==> config.mk <==
export PLATFORM = sky130hd
export DESIGN_NAME = vga_scan_ctrl
export DESIGN_NICKNAME = d
export VERILOG_FILES = /design/src/rtl/vga_scan_ctrl.sv
export SDC_FILE = /design/constraint.sdc
export NUM_CORES = 1
export LEC_CHECK = 0
export CAP_MARGIN = 20
export CORE_ASPECT_RATIO = 1.2
export CORE_MARGIN = 3
export CORE_UTILIZATION = 35
export CTS_CLUSTER_DIAMETER = 100
export DETAILED_ROUTE_END_ITERATION = 8
export GPL_TIMING_DRIVEN = 0
export PLACE_DENSITY = 0.6
export SKIP_LAST_GASP = 1
export SLEW_MARGIN = 20
export SYNTH_ARGS = -nofsm -noshare
export SYNTH_HDL_FRONTEND = slang
export SYNTH_SLANG_ARGS = --single-unit
==> constraint.sdc <==
create_clock -name CLOCK_50 -period 2.41 [get_ports CLOCK_50]
set_input_delay 0.6025 -clock CLOCK_50 [delete_from_list [all_inputs] [get_ports CLOCK_50]]
set_output_delay 0.6025 -clock CLOCK_50 [all_outputs]
set_load 0.01 [all_outputs]
==> src/rtl/vga_scan_ctrl.sv <==
// VGA scan controller: pixel timing, framebuffer read sequencing
// and registered sync/blank/colour outputs aligned to memory latency.
//
// Ports:
//   CLOCK_50    in   sole clock, rising edge
//   rst         in   asynchronous reset, active low
//   en          in   display enable request (taken at frame boundary)
//   fmt         in   pixel format, 0 = RGB565, 1 = 8-bit grey
//   q           in   framebuffer read data, RD_LATENCY clocks after rd_en
//   raddress    out  linear framebuffer address
//   rd_en       out  read strobe, one clock per visible pixel
//   vga_hs      out  horizontal sync (HS_POL when asserted)
//   vga_vs      out  vertical sync (VS_POL when asserted)
//   vga_blank_n out  high during visible pixels
//   red_o       out  red channel
//   green_o     out  green channel
//   blue_o      out  blue channel
//   frame_start out  one-clock pulse aligned with pixel (0,0)

module vga_scan_ctrl #(
    parameter int   H_ACTIVE   = 640,
    parameter int   H_FP       = 16,
    parameter int   H_SYNC     = 96,
    parameter int   H_BP       = 48,
    parameter int   V_ACTIVE   = 480,
    parameter int   V_FP       = 10,
    parameter int   V_SYNC     = 2,
    parameter int   V_BP       = 33,
    parameter int   CLK_DIV    = 2,
    parameter int   RD_LATENCY = 1,
    parameter int   ADDR_W     = 19,
    parameter int   COLOUR_W   = 6,
    parameter logic HS_POL     = 1'b0,
    parameter logic VS_POL     = 1'b0
) (
    input  logic                CLOCK_50,
    input  logic                rst,
    input  logic                en,
    input  logic                fmt,
    input  logic [15:0]         q,
    output logic [ADDR_W-1:0]   raddress,
    output logic                rd_en,
    output logic                vga_hs,
    output logic                vga_vs,
    output logic                vga_blank_n,
    output logic [COLOUR_W-1:0] red_o,
    output logic [COLOUR_W-1:0] green_o,
    output logic [COLOUR_W-1:0] blue_o,
    output logic                frame_start
);

    localparam int H_TOTAL = H_ACTIVE + H_FP + H_SYNC + H_BP;
    localparam int V_TOTAL = V_ACTIVE + V_FP + V_SYNC + V_BP;
    localparam int HCW     = $clog2(H_TOTAL);
    localparam int VCW     = $clog2(V_TOTAL);
    localparam int DCW     = (CLK_DIV > 1) ? $clog2(CLK_DIV) : 1;

    localparam int HS_LO   = H_ACTIVE + H_FP;
    localparam int HS_HI   = H_ACTIVE + H_FP + H_SYNC;
    localparam int VS_LO   = V_ACTIVE + V_FP;
    localparam int VS_HI   = V_ACTIVE + V_FP + V_SYNC;

    // Per-pixel attributes travelling down the read-latency delay line.
    typedef struct packed {
        logic first;
        logic hs;
        logic vs;
        logic act;
        logic vis;
        logic fs;
        logic fmt;
    } pix_t;

    function automatic logic in_range(
        input logic [31:0] x,
        input logic [31:0] lo,
        input logic [31:0] hi
    );
        return (x >= lo) && (x < hi);
    endfunction

    // Field f is MSB-aligned at bit 15 with fw meaningful bits.
    // Wider outputs: 6-bit channels repeat the field MSBs (565 -> 666),
    // other widths zero-pad; narrower outputs keep the top bits.
    function automatic logic [COLOUR_W-1:0] fit(
        input logic [15:0] f,
        input int          fw
    );
        logic [COLOUR_W-1:0] c;
        c = '0;
        for (int i = 0; i < COLOUR_W; i++) begin
            if (i < fw)
                c[COLOUR_W-1-i] = f[15-i];
            else if (COLOUR_W == 6)
                c[COLOUR_W-1-i] = f[15-(i-fw)];
        end
        return c;
    endfunction

    logic [DCW-1:0] div_cnt;
    logic           pix_ce;
    logic           pix_first;

    logic [HCW-1:0] h_cnt, h_nxt;
    logic [VCW-1:0] v_cnt, v_nxt;
    logic           h_last, v_last, wrap;
    logic           en_frame, en_nxt;
    logic           fmt_lat, fmt_nxt;
    logic           act_cur, act_nxt;

    pix_t           s0, tap;

    logic [COLOUR_W-1:0] r_c, g_c, b_c;

    // ---------------- pixel clock enable ----------------

    assign pix_ce = (div_cnt == DCW'(CLK_DIV - 1));

    always_ff @(posedge CLOCK_50 or negedge rst) begin
        if (!rst) begin
            div_cnt <= '0;
        end else if (pix_ce) begin
            div_cnt <= '0;
        end else begin
            div_cnt <= div_cnt + DCW'(1);
        end
    end

    // High in the first clock of every pixel period. Reset value 1 so
    // pixel (0,0) right after release is issued like any other pixel.
    always_ff @(posedge CLOCK_50 or negedge rst) begin
        if (!rst) begin
            pix_first <= 1'b1;
        end else begin
            pix_first <= pix_ce;
        end
    end

    // ---------------- scan counters ----------------

    assign h_last = (h_cnt == HCW'(H_TOTAL - 1));
    assign v_last = (v_cnt == VCW'(V_TOTAL - 1));
    assign wrap   = pix_ce & h_last & v_last;

    always_comb begin
        h_nxt   = h_cnt;
        v_nxt   = v_cnt;
        en_nxt  = en_frame;
        fmt_nxt = fmt_lat;
        if (pix_ce) begin
            if (h_last) begin
                h_nxt = '0;
                if (v_last) begin
                    v_nxt   = '0;
                    en_nxt  = en;
                    fmt_nxt = fmt;
                end else begin
                    v_nxt = v_cnt + VCW'(1);
                end
            end else begin
                h_nxt = h_cnt + HCW'(1);
            end
        end
    end

    always_ff @(posedge CLOCK_50 or negedge rst) begin
        if (!rst) begin
            h_cnt    <= '0;
            v_cnt    <= '0;
            en_frame <= 1'b0;
            fmt_lat  <= 1'b0;
        end else begin
            h_cnt    <= h_nxt;
            v_cnt    <= v_nxt;
            en_frame <= en_nxt;
            fmt_lat  <= fmt_nxt;
        end
    end

    assign act_cur = in_range(32'(h_cnt), 0, H_ACTIVE)
                   & in_range(32'(v_cnt), 0, V_ACTIVE);
    assign act_nxt = in_range(32'(h_nxt), 0, H_ACTIVE)
                   & in_range(32'(v_nxt), 0, V_ACTIVE);

    // ---------------- read sequencing ----------------

    // The read is issued in the same edge that moves the counters onto
    // the pixel, so data returns RD_LATENCY clocks later and the output
    // register captures it one clock after that.
    always_ff @(posedge CLOCK_50 or negedge rst) begin
        if (!rst) begin
            rd_en <= 1'b0;
        end else begin
            rd_en <= pix_ce & act_nxt & en_nxt;
        end
    end

    always_ff @(posedge CLOCK_50 or negedge rst) begin
        if (!rst) begin
            raddress <= '0;
        end else if (wrap) begin
            raddress <= '0;
        end else if (rd_en) begin
            raddress <= raddress + ADDR_W'(1);
        end
    end

    // ---------------- timing delay line ----------------

    always_comb begin
        s0       = '0;
        s0.first = pix_first;
        s0.hs    = in_range(32'(h_cnt), HS_LO, HS_HI);
        s0.vs    = in_range(32'(v_cnt), VS_LO, VS_HI);
        s0.act   = act_cur;
        s0.vis   = act_cur & en_frame;
        s0.fs    = (h_cnt == '0) && (v_cnt == '0);
        s0.fmt   = fmt_lat;
    end

    generate
        if (RD_LATENCY == 0) begin : g_nodly
            assign tap = s0;
        end else begin : g_dly
            pix_t sr [RD_LATENCY];

            always_ff @(posedge CLOCK_50 or negedge rst) begin
                if (!rst) begin
                    for (int i = 0; i < RD_LATENCY; i++)
                        sr[i] <= '0;
                end else begin
                    sr[0] <= s0;
                    for (int i = 1; i < RD_LATENCY; i++)
                        sr[i] <= sr[i-1];
                end
            end

            assign tap = sr[RD_LATENCY-1];
        end
    endgenerate

    // ---------------- colour decode ----------------

    always_comb begin
        r_c = '0;
        g_c = '0;
        b_c = '0;
        if (tap.fmt) begin
            r_c = fit({q[7:0], 8'h00}, 8);
            g_c = r_c;
            b_c = r_c;
        end else begin
            r_c = fit({q[15:11], 11'h000}, 5);
            g_c = fit({q[10:5], 10'h000}, 6);
            b_c = fit({q[4:0], 11'h000}, 5);
        end
    end

    // ---------------- output register ----------------

    // Loaded once per pixel so every output holds for the full period.
    always_ff @(posedge CLOCK_50 or negedge rst) begin
        if (!rst) begin
            vga_hs      <= ~HS_POL;
            vga_vs      <= ~VS_POL;
            vga_blank_n <= 1'b0;
            red_o       <= '0;
            green_o     <= '0;
            blue_o      <= '0;
            frame_start <= 1'b0;
        end else begin
            frame_start <= tap.first & tap.fs;
            if (tap.first) begin
                vga_hs      <= tap.hs ? HS_POL : ~HS_POL;
                vga_vs      <= tap.vs ? VS_POL : ~VS_POL;
                vga_blank_n <= tap.act;
                if (tap.vis) begin
                    red_o   <= r_c;
                    green_o <= g_c;
                    blue_o  <= b_c;
                end else begin
                    red_o   <= '0;
                    green_o <= '0;
                    blue_o  <= '0;
                end
            end
        end
    end

endmodule

==> results of run 1 <==
## sequential cells by signal (all words and copies together) (netlist names), 6 cells and up
signal	flops
red_o	6
blue_o	6
g_dly.sr	7
raddress	19
v_cnt	10
green_o	6
h_cnt	10
## cells by family (layout without fill, tap and decap cells)
family          after synthesis  count (layout)  synth area share
compound gates               43              43            0.0790
fa+ha+maj                     5               5            0.0180
mux                          22              22            0.0650
simple gates                120             120             0.185
xor+xnor                     30              30            0.0754
buf+inv                      43             121            0.0528
flops                        73              73             0.525
## final timing paths
check,to,slack [ps],start
worst min-delay path,blue_o[4]$_DFFE_PN0P_,180,rst
worst min register to register,g_dly.sr[0]$_DFF_PN0_,380,fmt_lat$_DFFE_PN0P_
min in group CLOCK_50,g_dly.sr[0]$_DFF_PN0_,380,fmt_lat$_DFFE_PN0P_
max in group asynchronous,vga_vs$_DFFE_PN1P_,1650,rst
worst max register to register,fmt_lat$_DFFE_PN0P_,270,h_cnt[0]$_DFFE_PN0P_
worst max-delay path,fmt_lat$_DFFE_PN0P_,270,h_cnt[0]$_DFFE_PN0P_
## worst max-delay path, stage by stage (launching register included)
cell	delay, ps
dfrtp_1	430
ha_1	220
nand2_1	150
nor3_2	480
and2_0	200
clkbuf_2	200
mux2_2	350
## report_power, final
part | internal [mW] | switching [mW] | total [mW]
combinational | 0.0373 | 0.0368 | 0.0741
clock | 1.10 | 0.489 | 1.58
sequential | 1.23 | 0 | 1.23
## through the flow
step / hold WS (ps) / power [mW]
CTS: 180 / 2.92
global route: 200 / 2.98
finish: 178 / 2.89
global placement: 356 / 1.32
detailed placement: 368 / 1.32
floorplan: 307 / 1.26
## placed cells by master, fill, tap and decap left out, drive strengths merged, types with 2 or more instances in the layout
| cell type | count |
|---|---|
| nand3 | 14 |
| nand2 | 23 |
| ha | 5 |
| mux2 | 5 |
| clkdlybuf4s50 | 60 |
| nor3 | 9 |
| or4 | 2 |
| buf | 8 |
| and4 | 5 |
| o22ai | 15 |
| dfstp | 3 |
| and2 | 8 |
| nor2b | 4 |
| xnor2 | 9 |
| clkbuf | 21 |
| bufinv | 3 |
| o211ai | 4 |
| or3 | 3 |
| inv | 28 |
| and3 | 5 |
| nor4 | 2 |
| nand4 | 9 |
| a21oi | 5 |
| nand4b | 2 |
| mux2i | 17 |
| nor2 | 32 |
| xor2 | 21 |
| o21ai | 12 |
| dfrtp | 70 |
## metal layers
layer | track usage | part of all wire | wire length [um] | up-vias
met4 | 0.0637 | 0.020 | 145 | 0
met2 | 0.222 | 0.47 | 3360 | 59
li1 | - | - | - | 1302
met1 | 0.179 | 0.47 | 3410 | 1243
met5 | 0 | 0 | 0 | -
met3 | 0.0352 | 0.044 | 316 | 11
## layout make-up
cell class	instances	area share
Timing Repair Buffer	62	0.137
Inverter	28	0.0226
Multi-Input combinational cell	220	0.318
Buffer	15	0.0170
Clock buffer	12	0.0574
Clock inverter	4	0.0210
Tap cell	123	0.0331
Sequential cell	73	0.394
==> summary.txt, run 1 <==
Worst setup path
  – Crit path DAT: between 2000 and 2500 ps
  – Startpoint types: flop
  – Required @ worst endpoint: 2630 ps
  – FF-to-FF path depth: 6
  – Critical path peak fanout: 8
  – Worst setup EP type: flop
  – Kind of critical path: flop to flop

Synthesis
  – Yosys cell types: 46
  – Seq/Total Area, Yosys: 0.525
  – Top cells by count, synth: 70 x dfrtp_1, 32 x nor2_1, 28 x inv_1, 23 x nand2_1, 21 x xor2_1
  – Largest area contributor in the netlist: dfrtp_1
  – Ys async rst share: 1.00
  – Main synth FF type: dfrtp_1
  – Synth Net Count: 361
  – Mapped cell area: 3480 sq um
  – Average cell area after synthesis: about 10 sq um
  – Seq cells post-synth: 73
  – Number of enable flip-flop cells after synthesis: 0
  – Yosys top cell area share: 0.503
  – Most common cell in the synthesized netlist: dfrtp_1
  – Area contributors post-synth: dfrtp_1 50%, xor2_1 5.3%, mux2i_1 4.9%, nor2_1 3.4%, inv_1 3.0%
  – Ys Warns: 0
  – Gate Count Post-Synth: 336

Floorplanning
  – Initial core utilization: 0.362
  – # rows: 39
  – Core Box Area: 9610 sq um
  – Die width: just under 100 um
  – Io pins: 62
  – Die Y: 115 um
  – Die area: 11200 sq um

Clock network
  – CTS buffer count: 9
  – Clk sinks: 73
  – Clock Tree Buf Depth: 2
  – Setup repair bufs after CTS: 0
  – Worst-skew pair later-pin latency: 330 ps
  – Post_cts resized: 1
  – Root Buffer: clkbuf_16
  – CTS tree: yes
  – Post-CTS Hold Buffers: 0
  – CTS H-tree lvls: 3
  – Clock slew seen by the registers of the worst setup and hold paths: 60 ps

Detailed routing
  – Vias per cell: 4.87
  – DRT Wirelength: 7.23 mm
  – Routed WL per cell: around 13 um
  – Iter 0 DRT Violations: 156
  – Pre-Repair DR Iteration Count: 4
  – DR vias: around 2600
  – DRT antenna net count: 0
  – Drc violations: 0

Power and ir drop
  – Worst vdd ir: 0.265 mV
  – PD cells: a little over 600 nW/um^2
  – P_leak: between 1.5 and 2 nW

GRT
  – GRT Util Overall: 0.139
  – Initial antenna violation count: 0
  – Largest net degree at the start of global routing: 50
  – Vias in the first global route: 2614
  – First-pass GRT wire length: roughly 13 mm
  – Grt total ovfl: 0

Timing
  – Setup TNS: 0 ps
  – Worst Skew: between 5 and 6 ps
  – Hold Fails Final Rpt: 0
  – Fmax: 467 MHz
  – RSZ-0062 raised after global routing: no
  – Slew headroom: 0.551
  – Worst Tran Pin Value: 674 ps
  – # setup viols final: 0
  – Final period util: 0.888
  – Setup ws final: 271 ps
  – Max Slew Vio Count: 0
  – Tmin final: 2140 ps

Placed design
  – Placed Area: 4270 sq um
  – Global placer's final weighted congestion: roughly 0.86
  – HPWL Detailed: 5.22 mm
  – Placed insts: 521
  – Port bufs: 61
  – Dpl ws: -42.3 ps

Final layout
  – Synth-to-layout area growth: 33.2%
  – Diode count: 0
  – Post-layout nets: 434
  – FF+latch area: ~1800 sq um
  – Fin util: 0.483
  – Final Instance Area: around 4600 sq um
  – Cell Count, Final, Fillers Out: between 500 and 600
  – Area of the multi-input gates: 1480 sq um
  – Ratio of cells with drive above 1 in the final layout: 0.0990
  – FILL cells: 879

Min path
  – Tightest Hold Check Type: input pin to asynchronous set/reset pin

Run status
  – Status: finished clean

Job
  – MaxCap Viol Count: 0
Power figures use the tool's default switching activity.
==> inputs of run 2 (changes only) <==
--- a/config.mk
+++ b/config.mk
@@ -14,7 +14,6 @@
 export GPL_TIMING_DRIVEN = 0
 export PLACE_DENSITY = 0.6
 export SKIP_LAST_GASP = 1
-export SLEW_MARGIN = 20
 export SYNTH_ARGS = -nofsm -noshare
 export SYNTH_HDL_FRONTEND = slang
 export SYNTH_SLANG_ARGS = --single-unit
==> results of run 2 <==
No change in the layout: final DEF, timing and power equal those of run 1.
==> inputs of run 3 (changes only) <==
--- a/config.mk
+++ b/config.mk
@@ -12,7 +12,7 @@
 export CTS_CLUSTER_DIAMETER = 100
 export DETAILED_ROUTE_END_ITERATION = 8
 export GPL_TIMING_DRIVEN = 0
-export PLACE_DENSITY = 0.6
+export PLACE_DENSITY = 0.62
 export SKIP_LAST_GASP = 1
 export SYNTH_ARGS = -nofsm -noshare
 export SYNTH_HDL_FRONTEND = slang
==> constraint.sdc (replaced) <==
create_clock -name CLOCK_50 -period 1.8 [get_ports CLOCK_50]
set_input_delay 0.45 -clock CLOCK_50 [delete_from_list [all_inputs] [get_ports CLOCK_50]]
set_output_delay 0.45 -clock CLOCK_50 [all_outputs]
set_load 0.01 [all_outputs]
==> run 3 against run 2 <==
  * The run now ends with setup timing left
  * Setup slack worse by 390 ps
  * Via count is 2.7% higher
  * Critical endpoint is now rd_en$_DFF_PN0_
  * Sequential power is 33% higher
  * Flip-flop and latch count stayed put
  * Highest routed layer unchanged
  * Utilization is 1.0 points higher
==> summary.txt, run 3 (same netlist as run 1, synthesis figures left out) <==
Run status
  – Status: finished with violations
  – Failing checks: setup timing

Detailed routing
  – Iter 0 DRT Violations: 122
  – Pre-Repair DR Iteration Count: 4
  – DRT antenna net count: 0
  – Vias per cell: around 4.9
  – DR vias: 2685
  – Routed WL per cell: about 14 um
  – Drc violations: 0
  – DRT Wirelength: 7.67 mm

Final layout
  – Synth-to-layout area growth: 36.0%
  – Diode count: 0
  – FILL cells: between 800 and 900
  – Fin util: 0.493
  – Post-layout nets: 447
  – Cell Count, Final, Fillers Out: 549
  – Commonest non-fill, non-tap cell in the layout: dfrtp_1
  – Largest registers: raddress (19), h_cnt (10), v_cnt (10)
  – Biggest register: raddress
  – Max FFs per register: 19
  – Final Instance Area: ~4700 sq um
  – Ratio of cells with drive above 1 in the final layout: 0.169
  – Commonest cells after routing, fill and taps aside: 59 x dfrtp_1, 58 x clkdlybuf4s50_1, 32 x nor2_1, 28 x inv_1, 22 x nand2_1

Placed design
  – Port bufs: 61
  – Global placer's final weighted congestion: 0.873
  – Placed Area: roughly 4300 sq um
  – HPWL Detailed: 5.31 mm
  – Placed insts: roughly 520

Timing
  – Tmin final: 1920 ps
  – Fmax: 521 MHz
  – Worst Skew: 4.16 ps
  – # setup viols final: 3
  – Final period util: 1.07
  – Setup ws final: -118 ps
  – Slew headroom: 0.673
  – Worst Tran Pin Value: 486 ps
  – Setup TNS: -137 ps
  – RSZ-0062 raised after global routing: yes
  – Max Slew Vio Count: 0
  – Hold Fails Final Rpt: 0

Worst setup path
  – Critical path peak fanout: 4
  – Crit path DAT: 2130 ps
  – Kind of critical path: flop to flop
  – R2R Path End: rd_en$_DFF_PN0_
  – Worst reg2reg setup slack: -120 ps
  – Worst r2r src: h_cnt[5]$_DFFE_PN0P_
  – FF-to-FF path depth: 5
  – Worst setup EP type: flop
  – Required @ worst endpoint: about 2000 ps
  – Startpoint types: flop

Min path
  – Tightest Hold Check Type: input pin to asynchronous set/reset pin

Clock network
  – Clock slew seen by the registers of the worst setup and hold paths: approximately 50 ps
  – Clk sinks: 73
  – CTS tree: yes
  – Post-CTS Hold Buffers: 0
  – CTS buffer count: 9
  – Worst-skew pair later-pin latency: 330 ps
  – Clock Tree Buf Depth: 2
  – Root Buffer: clkbuf_16
  – CTS H-tree lvls: 3

GRT
  – Largest net degree at the start of global routing: 49
  – GRT busiest layer: met2
  – GRT Util Overall: 0.146
  – Grt total ovfl: 0
  – Routing usage on met3: 0.0370
  – First-pass GRT wire length: 13.1 mm
  – Routing usage on met2: 0.244
  – Met1 Usage GRT: 0.178
  – Initial antenna violation count: 0
  – Vias in the first global route: 2704

Floorplanning
  – Die width: 97.1 um
  – Core Box Area: 9610 sq um
  – Initial core utilization: 0.362
  – Die Y: 115 um
  – # rows: 39
  – Die area: roughly 11000 sq um
  – Io pins: 62

Power and ir drop
  – PD cells: 698 nW/um^2
  – Worst vdd ir: 0.337 mV
  – P_leak: a little over 2 nW

Job
  – MaxCap Viol Count: 0
run 3: cell types whose count changed in the layout (fill, tap and decap cells not counted), sizes merged:
cell	previous run	this run
buf	8	20
clkinv	0	1
clkbuf	21	24
bufinv	3	0
dlygate4sd2	0	2
clkinvlp	1	0
clkdlybuf4s50	60	58
run 3: worst max-delay path by stage:
| stage | from | end | slack [ps] | cells past startpoint |
|---|---|---|---|---|
| finish | h_cnt[5]$_DFFE_PN0P_ | rd_en$_DFF_PN0_ | -120 | 5 |
| global route | h_cnt[1]$_DFFE_PN0P_ | rd_en$_DFF_PN0_ | -230 | 6 |
| detailed placement | h_cnt[0]$_DFFE_PN0P_ | en_frame$_DFF_PN0_ | -310 | 6 |
| CTS | h_cnt[7]$_DFF_PN0_ | rd_en$_DFF_PN0_ | -160 | 5 |
| floorplan | h_cnt[7]$_DFF_PN0_ | rd_en$_DFF_PN0_ | -80 | 7 |
| global placement | rst | raddress[18]$_DFFE_PN0P_ | -2240 | 1 |
run 3: critical path: stages, from the launching register on:
cell and delay (ps):
dfrtp_1 380, nand4bb_4 270, or4_4 530, o21ai_2 170
o31ai_2 100, a2111oi_2 360
run 3: layer usage:
layer | vias up | wire (um)
met2 | 67 | 3790
met1 | 1286 | 3360
met5 | - | 0
li1 | 1321 | -
met4 | 0 | 152
met3 | 11 | 373
run 3: area by class of cell:
class	count	area, sq um	share of cell area
multi-input combinational	220	1550	0.327
clock buffer	14	254	0.0536
clock inverter	1	5.00	0.00106
timing repair buffer	77	749	0.158
inverter	28	105	0.0222
buffer	13	80.1	0.0169
sequential	73	1840	0.389
tap	123	154	0.0325
run 3: metrics by stage:
stage                     power, mW  hold slack (ps)  setup slack [ps]
after floorplan                1.68              154             -82.1
after global placement         1.77              357             -2240
after detailed placement       1.77              362              -312
after CTS                      3.37             41.4              -161
after global routing           3.44             58.9              -225
final                          3.31             37.6              -118
run 3: where the power goes:
group          total, mW  switching [mW]  internal [mW]
Combinational     0.0991          0.0492         0.0499
Sequential          1.64               0           1.64
Clock               1.57           0.606          0.961
Total               3.31           0.655           2.65
run 3: timing repair:
item,in CTS,in global routing
setup endpoints to repair,33,41
cloned,0,0
gates resized for setup,21,15
setup buffers,12,3
pin swaps,7,0
